File: src/rtl/xor_parity_acc.sv
// Streaming XOR accumulator: folds FRAME_LEN words of WIDTH bits into a column-wise
// XOR vector and a frame parity bit, with an optional parity check mode.
module xor_parity_acc #(
  parameter int WIDTH     = 8,
  parameter int FRAME_LEN = 4,
  parameter bit ODD       = 1'b0
) (
  input  logic             clk,
  input  logic             rst_n,
  input  logic             clr,
  input  logic             in_valid,
  output logic             in_ready,
  input  logic [WIDTH-1:0] in_data,
  input  logic             in_mode,
  input  logic             in_par,
  output logic             out_valid,
  input  logic             out_ready,
  output logic [WIDTH-1:0] out_cols,
  output logic             out_parity,
  output logic             out_err
);

  localparam int CW = (FRAME_LEN > 1) ? $clog2(FRAME_LEN) : 1;
  localparam logic [CW-1:0] LAST_IDX = CW'(FRAME_LEN - 1);

  typedef enum logic [0:0] {
    ACC  = 1'b0,
    DONE = 1'b1
  } state_t;

  function automatic logic word_parity(input logic [WIDTH-1:0] w);
    return ^w;
  endfunction

  state_t            state_r, state_s;
  logic [CW-1:0]     count_r, count_s;
  logic [WIDTH-1:0]  col_r, col_s;
  logic              bp_r, bp_s;
  logic              mode_r, mode_s;
  logic [WIDTH-1:0]  cols_r, cols_s;
  logic              par_r, par_s;
  logic              err_r, err_s;
  logic              in_ready_r;
  logic              out_valid_r;
  logic              accept_s;
  logic              frame_mode_s;
  logic              frame_par_s;

  assign accept_s = in_valid & in_ready_r;

  // Next-state and accumulator update; clr overrides accept and out_ready.
  always_comb begin
    state_s      = state_r;
    count_s      = count_r;
    col_s        = col_r;
    bp_s         = bp_r;
    mode_s       = mode_r;
    cols_s       = cols_r;
    par_s        = par_r;
    err_s        = err_r;
    frame_mode_s = (count_r == {CW{1'b0}}) ? in_mode : mode_r;
    frame_par_s  = bp_r ^ word_parity(in_data) ^ ODD;
    if (clr) begin
      state_s = ACC;
      count_s = {CW{1'b0}};
      col_s   = {WIDTH{1'b0}};
      bp_s    = 1'b0;
      mode_s  = 1'b0;
      cols_s  = {WIDTH{1'b0}};
      par_s   = 1'b0;
      err_s   = 1'b0;
    end else begin
      case (state_r)
        ACC: begin
          if (accept_s) begin
            if (count_r == LAST_IDX) begin
              state_s = DONE;
              cols_s  = col_r ^ in_data;
              par_s   = frame_par_s;
              err_s   = frame_mode_s & (frame_par_s != in_par);
              count_s = {CW{1'b0}};
              col_s   = {WIDTH{1'b0}};
              bp_s    = 1'b0;
              mode_s  = 1'b0;
            end else begin
              count_s = count_r + CW'(1);
              col_s   = col_r ^ in_data;
              bp_s    = bp_r ^ word_parity(in_data);
              mode_s  = frame_mode_s;
            end
          end else begin
            state_s = ACC;
          end
        end
        DONE: begin
          if (out_ready) begin
            state_s = ACC;
          end else begin
            state_s = DONE;
          end
        end
        default: begin
          state_s = ACC;
          count_s = {CW{1'b0}};
          col_s   = {WIDTH{1'b0}};
          bp_s    = 1'b0;
          mode_s  = 1'b0;
        end
      endcase
    end
  end

  // State, accumulator and registered output flops.
  always_ff @(posedge clk or negedge rst_n) begin
    if (!rst_n) begin
      state_r     <= ACC;
      count_r     <= {CW{1'b0}};
      col_r       <= {WIDTH{1'b0}};
      bp_r        <= 1'b0;
      mode_r      <= 1'b0;
      cols_r      <= {WIDTH{1'b0}};
      par_r       <= 1'b0;
      err_r       <= 1'b0;
      in_ready_r  <= 1'b0;
      out_valid_r <= 1'b0;
    end else begin
      state_r     <= state_s;
      count_r     <= count_s;
      col_r       <= col_s;
      bp_r        <= bp_s;
      mode_r      <= mode_s;
      cols_r      <= cols_s;
      par_r       <= par_s;
      err_r       <= err_s;
      in_ready_r  <= (state_s == ACC);
      out_valid_r <= (state_s == DONE);
    end
  end

  assign in_ready   = in_ready_r;
  assign out_valid  = out_valid_r;
  assign out_cols   = cols_r;
  assign out_parity = par_r;
  assign out_err    = err_r;

endmodule

File: config.mk
export PLATFORM = sky130hd
export DESIGN_NAME = xor_parity_acc
export DESIGN_NICKNAME = d
export VERILOG_FILES = /design/src/rtl/xor_parity_acc.sv
export SDC_FILE = /design/constraint.sdc
export NUM_CORES = 1
export LEC_CHECK = 0
export CORE_MARGIN = 4
export CORE_UTILIZATION = 45
export CTS_CLUSTER_DIAMETER = 80
export DETAILED_ROUTE_END_ITERATION = 16
export HOLD_SLACK_MARGIN = 0.02
export PLACE_DENSITY = 0.72
export SLEW_MARGIN = 30
export SYNTH_ARGS = -nofsm -noshare
export SYNTH_HDL_FRONTEND = slang
export SYNTH_SLANG_ARGS = --single-unit
File: constraint.sdc
create_clock -name clk -period 2.15 [get_ports clk]
set_clock_uncertainty 0.2 [all_clocks]
set_input_delay 0.215 -clock clk [delete_from_list [all_inputs] [get_ports clk]]
set_output_delay 0.215 -clock clk [all_outputs]
set_load 0.01 [all_outputs]
==> results.rst <==
.. list-table::
   :header-rows: 1

   * - Metric
     - Value
   * - Run status
     - complete, no violations
   * - Cell type with the largest total area after synthesis
     - sky130_fd_sc_hd__dfrtp_1
   * - Final standard cell count with taps included and fillers excluded
     - 193
   * - Maximum number of pins on one net before global-route repair
     - 25
   * - Final number of max-transition violations
     - 0
   * - Worst hold slack
     - 0.0402 ns
   * - Data required time of the worst path
     - 2.17 ns
   * - Root Driver
     - sky130_fd_sc_hd__clkbuf_4
   * - Capturing point of the worst reg2reg path
     - out_err
   * - Logic pwr share
     - 24.2%
   * - Data arrival at the endpoint of the critical path
     - 1.89 ns
   * - Layout Cell Area excl Fill
     - 1680 um2
   * - Initial standard-cell utilization of the core
     - 46.7%
   * - Adder-Cell Fraction of Synth Area
     - 1.94%
   * - Synth top cells by count
     - 24 x sky130_fd_sc_hd__dfrtp_1, 24 x sky130_fd_sc_hd__nor2_1, 16 x sky130_fd_sc_hd__nor2b_1, 10 x sky130_fd_sc_hd__a21oi_1, 9 x sky130_fd_sc_hd__a2bb2oi_1
   * - Largest family of logic cells by synthesized area
     - simple AND/OR/NAND/NOR gates
   * - Flip-flop and latch count after synthesis
     - 24
   * - Unrepaired setup endpoints after global routing
     - false
   * - CTS Sinks
     - 24
   * - Post CTS Setup Buffer Count
     - 0
   * - Number of nets in the finished design
     - 180
   * - Top routing layer used
     - met4
   * - Cell total after placement
     - 189
   * - Highest clock frequency the design can meet
     - 0.534 GHz
   * - Number of nets in the synthesized netlist
     - 148
   * - Total overflow reported by the global router
     - 0
   * - Flop pwr share
     - 45.8%
   * - Clock Power Share
     - 30.0%
   * - Number of levels in the clock H-tree
     - 1
   * - Sequential-to-total area share from yosys stat
     - 46.6%
   * - Peak VDD IR
     - 0.000538 V
   * - Via/cell ratio
     - 5.41
   * - Fraction of final layout cells sized beyond drive strength 1
     - 9.26%
   * - Largest stage delay on the critical path
     - 0.51 ns
   * - Total clock buffers created by CTS
     - 3
   * - Total of max-cap violations
     - 0
   * - DRC errors left
     - 0
   * - Amount of wire on met3 after detailed routing
     - 136 um
   * - Internal power
     - 811 uW
   * - XOR/XNOR share of the synthesized area
     - 9.71%
   * - Simple-gate portion of the synthesized area
     - 20.2%
   * - Most used DFF post-synth
     - sky130_fd_sc_hd__dfrtp_1
   * - Die X-Extent
     - 61.5 um
   * - Via count of the first global-routing pass
     - 1,101
   * - Crit. End Element
     - flop
   * - Max-Slew Margin vs Limit
     - 73.4%
   * - Critical path class
     - in -> reg
   * - Cell count after synthesis
     - 131
   * - GRT Overall Usage
     - 16.4%
   * - Largest fanout on the critical path
     - 3
   * - Die area
     - 3780 um2
   * - CTS tree
     - done
   * - Area fraction in compound gates after synthesis
     - 18.3%
   * - R2R setup slack
     - 0.30 ns
   * - CTS Hold Buffers Added
     - 0
   * - Longest Clk Path Bufs
     - 2
   * - Number of antenna violations at the first check in global routing
     - 0
   * - Clock-pin slew on the worst setup and hold paths
     - 0.14 ns
   * - Average wire per standard cell
     - 13.8 um
   * - Worst min-delay path class
     - in -> async
   * - Pin slew with the least headroom to its limit
     - 0.398 ns
   * - Routability congestion estimate
     - 0.747
   * - Worst reg-to-reg path cell count
     - 4
   * - Top post-synthesis cells by area
     - sky130_fd_sc_hd__dfrtp_1 47%, sky130_fd_sc_hd__nor2b_1 7.8%, sky130_fd_sc_hd__nor2_1 7.0%, sky130_fd_sc_hd__a2bb2oi_1 6.1%, sky130_fd_sc_hd__xnor2_1 4.8%
   * - Instance area at placement
     - 1620 um2
   * - P_leak
     - 0.000743 uW
   * - Height of the die
     - 61.5 um
   * - Number of gates resized after cts
     - 0
   * - Fin crit period
     - 1.87 ns
   * - ANT nets after route
     - 0
   * - First DRT Iteration DRCs
     - 22
   * - Floorplan Core Area
     - 2760 um2
   * - Worst-case setup margin in the final layout
     - 0.277 ns
   * - Netlist area before placement
     - 1290 um2
   * - Sort of element at the start of the critical path
     - input pin
   * - Total setup violations reported at the end of the flow
     - 0
   * - Count of flip-flops with a built-in enable after synthesis
     - 0
   * - Total number of vias
     - 1,044
   * - Number of different library cells in the post-synthesis netlist
     - 26
   * - P&R area growth vs syn
     - 30.1%
   * - M1 wire length
     - 1.27 mm
   * - Overall Power
     - 1080 uW
   * - Worst slack, placed
     - -0.0648 ns
   * - Number of detailed-route iterations in the first pass
     - 4
   * - Total Wirelength
     - 2.66 mm
   * - Top Ports
     - 27
   * - Clock insertion delay at the later pin of the skew report
     - 0.31 ns
   * - Synth Warn #
     - 0
   * - First-pass GRT wire length
     - 4.68 mm
   * - Crit path max-delay cell type
     - sky130_fd_sc_hd__clkdlybuf4s50_1
   * - Proportion of netlist area held by the largest area contributor
     - 46.6%
   * - CP cell instances
     - clkdlybuf4s50_1 > xor2_1 > xnor3_2 > xnor3_1 > o41ai_2
   * - Total net switching power
     - 273 uW
   * - Routed length on met2
     - 1.24 mm
   * - Final number of hold-violating endpoints
     - 0
   * - Power density relative to cell area
     - 646 nW/um2
   * - Count of buffers from port buffering
     - 26
   * - Share of async-settable or async-resettable flops after synthesis
     - 100%
   * - Multiplexer area fraction after synthesis
     - 0%
   * - R2R Path Start
     - bp_r
   * - Net switching fraction of the power
     - 25.2%
   * - Number of rows in the core area
     - 19
   * - Final clock period utilization by the worst path
     - 87.1%
   * - Syn avg cell area
     - 9.84 um2
   * - Ant diodes
     - 0
   * - Post-detailed-placement half-perimeter wirelength
     - 2.01 mm
==> power by group through the flow <==
stage          clock network (uW)  logic [uW]  registers (uW)
2_1_floorplan                   0         176             504
3_3_place_gp                    0         256             504
3_5_place_dp                    0         262             506
4_1_cts                       334         263             497
5_1_grt                       348         289             501
6_report                      325         262             496
==> critical path, delay by kind of cell <==
kind	cells	cell delay (ns)
AO/OA/AOI/OAI	1	0.20
XOR/XNOR	3	0.97
buffers and inverters	1	0.51
==> routing by layer <==
metal | up-vias | global-route usage (%)
li1 | 517 | -
met1 | 498 | 20.8
met2 | 27 | 28.8
met3 | 2 | 2.94
met4 | 0 | 3.64
met5 | - | 0
==> cell families after synthesis <==
| family | Yosys count |
|---|---|
| simple gates | 51 |
| compound gates | 32 |
| flops | 24 |
| xor+xnor | 11 |
| buf+inv | 11 |
| fa+ha+maj | 2 |
==> worst max-delay path by stage <==
stage | from | slack [ns] | to
finish | in_data[2] | 0.28 | out_err
global route | bp_r | 0.20 | out_err
CTS | in_data[2] | 0.29 | out_err
floorplan | bp_r | 0.41 | out_err
global placement | in_data[2] | -0.04 | out_err
detailed placement | in_data[2] | -0.06 | out_err
==> layout make-up <==
type	instances	area (um2)
fillers	249	1080
multi-input cells	96	646
flip-flops and latches	24	601
repair buffers	35	328
well taps	31	38.8
clock inverters	1	30.0
clock buffers	3	22.5
inverters	3	11.3
==> state kept, by name, summed over array words and instances (netlist names) <==
register    cells
out_valid       1
mode_r          1
out_cols        8
col_r           8
bp_r            1
count_r         2
out_err         1
out_parity      1
in_ready        1
==> cell usage in the layout (no fill, tap or decap), types with 3 or more instances in the layout <==
| cell | netlist | layout |
|---|---|---|
| sky130_fd_sc_hd__a21oi_1 | 10 | 10 |
| sky130_fd_sc_hd__inv_1 | 3 | 3 |
| sky130_fd_sc_hd__xnor2_1 | 7 | 7 |
| sky130_fd_sc_hd__dfrtp_1 | 24 | 24 |
| sky130_fd_sc_hd__buf_4 | 0 | 9 |
| sky130_fd_sc_hd__nand2_1 | 3 | 3 |
| sky130_fd_sc_hd__nor2_1 | 24 | 24 |
| sky130_fd_sc_hd__clkdlybuf4s50_1 | 0 | 26 |
| sky130_fd_sc_hd__a211oi_1 | 8 | 8 |
| sky130_fd_sc_hd__nor2b_1 | 16 | 16 |
| sky130_fd_sc_hd__clkbuf_4 | 0 | 3 |
| sky130_fd_sc_hd__nand3b_1 | 4 | 4 |
| sky130_fd_sc_hd__a2bb2oi_1 | 9 | 9 |
==> metrics by stage <==
stage	util, %	setup TNS [ns]
6_report	60.8	0
5_1_grt	60.8	0
4_1_cts	60.8	0
3_5_place_dp	58.9	-0.0648
3_3_place_gp	58.9	-0.0383
2_1_floorplan	-	0
Power figures use the tool's default switching activity.
